## config.mk

```make
export PLATFORM = sky130hd
export DESIGN_NAME = even_step_predict
export DESIGN_NICKNAME = d
export VERILOG_FILES = /design/src/rtl/even_count_pkg.sv /design/src/rtl/even_step_predict.sv
export SDC_FILE = /design/constraint.sdc
export NUM_CORES = 1
export LEC_CHECK = 0
export CELL_PAD_IN_SITES_DETAIL_PLACEMENT = 1
export CELL_PAD_IN_SITES_GLOBAL_PLACEMENT = 1
export CORE_AREA = 3 3 40 42
export DETAILED_ROUTE_END_ITERATION = 8
export DIE_AREA = 0 0 43 45
export PLACE_DENSITY = 0.47
export REMOVE_ABC_BUFFERS = 1
export SLEW_MARGIN = 40
export SYNTH_ARGS = -nofsm -noshare
export SYNTH_HDL_FRONTEND = slang
export SYNTH_SLANG_ARGS = --single-unit
```

## constraint.sdc

```tcl
create_clock -name vclk -period 5
set_clock_uncertainty 0.05 [all_clocks]
set_input_delay 1.25 -clock vclk [all_inputs]
set_output_delay 1.25 -clock vclk [all_outputs]
set_load 0.02 [all_outputs]
```

## src/rtl/even_count_pkg.sv

```systemverilog
// Shared constants and state encoding for the even up/down counter checker.
package even_count_pkg;

  localparam int unsigned WIDTH   = 4;
  localparam int unsigned STEP    = 2;
  localparam int unsigned WRAP_HI = (1 << WIDTH) - 2;

  typedef enum logic {
    UNLOCKED = 1'b0,
    LOCKED   = 1'b1
  } state_t;

endpackage

```

## src/rtl/even_step_predict.sv

```systemverilog
// Combinational next-value predictor for an even counter stepping by two.
module even_step_predict #(
  parameter int unsigned WIDTH = even_count_pkg::WIDTH
) (
  input  logic [WIDTH-1:0] prev_count,
  input  logic             prev_dir,
  output logic [WIDTH-1:0] expected,
  output logic             is_wrap_up,
  output logic             is_wrap_dn
);
  import even_count_pkg::*;

  localparam logic [WIDTH-1:0] STEP_W   = WIDTH'(STEP);
  localparam logic [WIDTH-1:0] WRAP_TOP = {{(WIDTH-1){1'b1}}, 1'b0};

  always_comb begin
    expected   = prev_dir ? (prev_count + STEP_W) : (prev_count - STEP_W);
    is_wrap_up = prev_dir && (expected == '0);
    is_wrap_dn = !prev_dir && (expected == WRAP_TOP);
  end

endmodule

```

Word-level counts from Yosys, hierarchy flattened:

Index checks and enable logic that the tools add are counted.

* reductions and logical operators: 4
* add/sub/neg operators: 2
* muxes and demuxes: 1
* equality and inequality tests: 1

Operators by type and width (number)
* $add A4 B2 Y4 const B: 1
* $eq A4 B4 Y1 const B: 1
* $logic_not A4 Y1: 1
* $mux W4: 1
* $sub A4 B2 Y4 const B: 1
* $logic_and A1 B1 Y1: 2
* $logic_not A1 Y1: 1

* bits in registers: 0
* input port bits: 5
* output and inout port bits: 6
* word-level logic and storage cells: 8

Depth between registers and ports, before layout:

* depth in word-level cells: 4
* depth in mapped cells: 4
* depth with buffers taken out: 4

Least setup slack after synthesis:

OpenSTA, ideal clock, no wires.

* path type: input -> output
* start: input prev_count[1]
* end: output is_wrap_dn
* setup slack: 1.054 ns
* arrival time: 2.646 ns
* data required time: 3.700 ns
* stages: 3
* path through: fa_1 > nand2b_1 > nor4_1

* word-level cells in the longest chain between the ends: 4
* elaborated cells on any way between the ends: 5
* those cells by class: add/sub (2); eq/ne (1); mux (1); reduce/logical (1)

RTL lines
* start: declaration: line even_step_predict.sv:5 `input logic [WIDTH-1:0] prev_count,`
* $sub A4 B2 Y4 / $add A4 B2 Y4 (equally long branches): line even_step_predict.sv:17 `expected = prev_dir ? (prev_count + STEP_W) : (prev_count - STEP_W);`
* $mux W4 *: line even_step_predict.sv:17
* $eq A4 B4 Y1 *: line even_step_predict.sv:19 `is_wrap_dn = !prev_dir && (expected == WRAP_TOP);`
* $logic_and A1 B1 Y1 *: line even_step_predict.sv:19
* end: declaration: line even_step_predict.sv:9 `output logic is_wrap_dn`

Every way passes the cells marked *; elsewhere a longest branch is shown, timed or not.

Worst setup path after layout:

* start: input prev_dir
* end: output is_wrap_up

* word-level cells in the longest chain between the ends: 3

RTL lines
* start: declaration: line even_step_predict.sv:6 `input logic prev_dir,`
* $mux W4: line even_step_predict.sv:17
* $logic_not A4 Y1: line even_step_predict.sv:18 `is_wrap_up = prev_dir && (expected == '0);`
* $logic_and A1 B1 Y1 *: line even_step_predict.sv:18
* end: declaration: line even_step_predict.sv:8 `output logic is_wrap_up,`

Marked as above.

==> flow_summary.json <==
{
  "status": "complete, no violations",
  "cp-start-kind": "input port",
  "cts_resized": 0,
  "antenna_found_initial": 0,
  "ys_seq_area_frac": 0,
  "syn-cell-area_um2": 75.1,
  "yosys.cell_types.count": 8,
  "max_slew.worst_pin.slew_ns": 0.300,
  "drive_gt1_frac": 0,
  "drtIter0Drc": 0,
  "cp_common_cell": "clkdlybuf4s50_1",
  "clkbuf_count": 0,
  "slowest_stage": "clkdlybuf4s50_1",
  "crit_path_end_kind": "output pin",
  "io-pin-count": 11,
  "rows": 13,
  "start_util": 0.0584,
  "crit_path_max_incr_delay_ns": 0.67,
  "drv_slew": 0,
  "fp.dieH_um": 45,
  "leakage_nw": 0.0716,
  "timing_worst_setup_path_type": "in -> out",
  "whs_ns": 3.45,
  "grt_pass1_wl_um": 524,
  "regArea_um2": 0,
  "die-area_mm2": 0.00194,
  "grt_pass1_vias": 107,
  "filler_cell_count": 148,
  "peakVddDrop_uv": 26.1,
  "startpoint": "prev_dir",
  "grt_max_degree": 5,
  "io_buffers": 11,
  "post_cts_buffers": 0,
  "slew_headroom": 0.798,
  "hold_viol": 0,
  "synth_area_per_cell_um2": 7.51,
  "core-area_mm2": 0.00128,
  "n_antenna_cell": 0,
  "grt_overflow": 0,
  "grtUsageTotal": 0.0349,
  "design.seq.count": 0,
  "syn_to_final_growth_pct": 162,
  "ant_nets": 0,
  "p_per_area_mw_per_mm2": 127,
  "ys_warn_count": 0,
  "period_share": 0.941,
  "setup_tns_ns": 0,
  "required_ns": 3.70,
  "setup_viol": 0,
  "crit_fanout": 4,
  "rsz0062_at_grt": "false",
  "wl_per_cell_um": 8.91,
  "maxCapViolations": 0,
  "min_period_ns": 4.70,
  "drt-vias-per-instance": 3.09,
  "drt_wl_total_um": 312,
  "cp-endpoint": "is_wrap_up",
  "synth_cells": 10,
  "dr_total_vias": 108,
  "die_width_um": 43,
  "postCtsHoldBufs": 0,
  "max_freq_mhz": 213,
  "firstDrtPassIters": 1,
  "place_congestion": 0.658,
  "cp.arrival_ns": 3.40,
  "nets": 28,
  "drcViolationCount": 0,
  "cp_cell_sequence": "clkdlybuf4s50_1 -> inv_1 -> fa_1 -> xor2_1 -> nor4_1 -> clkdlybuf4s50_1",
  "min_path_type": "in -> out",
  "multi_input_area_um2": 60.1
}
cell type report:
cell class,count,area share
multi-input combinational,7,0.306
timing repair buffer,11,0.561
tap,15,0.0955
inverter,2,0.0382
cells by family (layout without fill, tap and decap cells):
| logic type | after synthesis | count (layout) | share of synthesized area |
|---|---|---|---|
| buf+inv | 3 | 13 | 0.200 |
| fa+ha+maj | 1 | 1 | 0.267 |
| xor+xnor | 2 | 2 | 0.233 |
| simple gates | 4 | 4 | 0.300 |
worst min path at each step:
| stage | from | to | slack (ns) | depth (start not counted) |
|---|---|---|---|---|
| after detailed placement | prev_count[0] | expected[0] | 3.47 | 2 |
| after CTS | prev_count[0] | expected[0] | 3.47 | 2 |
| after global placement | prev_count[0] | expected[0] | 3.45 | 2 |
| after global routing | prev_count[0] | expected[0] | 3.50 | 2 |
| final | prev_count[0] | expected[0] | 3.45 | 2 |
| after floorplan | prev_count[0] | expected[0] | 2.45 | 0 |
metal layers:
layer / part of all wire / up-vias / wire length, um / track usage
met5: 0 / - / 0 / 0
met4: 0 / 0 / 0 / 0
met3: 0.21 / 0 / 67 / 0.0159
met2: 0.33 / 10 / 103 / 0.0509
met1: 0.45 / 47 / 141 / 0.0501
li1: - / 51 / - / -
cell usage after synthesis (all sizes together):
cell	instances	area share
nand2	1	0.050
xnor2	1	0.12
fa	1	0.27
nand2b	1	0.083
inv	2	0.10
buf	1	0.10
xor2	1	0.12
nor4	2	0.17
through the flow:
| stage | setup WS (ns) | utilization | cell area [um2] | std cells | total power, mW |
|---|---|---|---|---|---|
| final | 0.296 | 0.153 | 196 | 35 | 0.0250 |
| after global routing | 0.157 | 0.153 | 196 | 35 | 0.0271 |
| after CTS | 0.276 | 0.153 | 196 | 35 | 0.0255 |
| after detailed placement | 0.297 | 0.153 | 196 | 35 | 0.0254 |
| after global placement | 0.385 | 0.153 | 196 | 35 | 0.0244 |
| after floorplan | 1.05 | - | 67.6 | 9 | 0.0109 |
placed cells by master (no fill, tap or decap), drive strengths merged:
master / n
clkdlybuf4s50: 11
fa: 1
inv: 2
nand2: 1
nand2b: 1
nor4: 2
xnor2: 1
xor2: 1
worst max-delay path, delay by kind of cell:
| kind | cells | cell delay, ns |
|---|---|---|
| AND/OR/NAND/NOR | 1 | 0.30 |
| buffers and inverters | 3 | 1.27 |
| adder cells (fa/ha/maj) | 1 | 0.39 |
| XOR/XNOR | 1 | 0.19 |
report_power, final:
group	switching [mW]	internal [mW]	total [mW]	leakage (nW)
sequential	0	0	0	0
clock	0	0	0	0
combinational	0.0120	0.0130	0.0250	0.0716
Note: power is estimated with default switching activity, not from simulation.
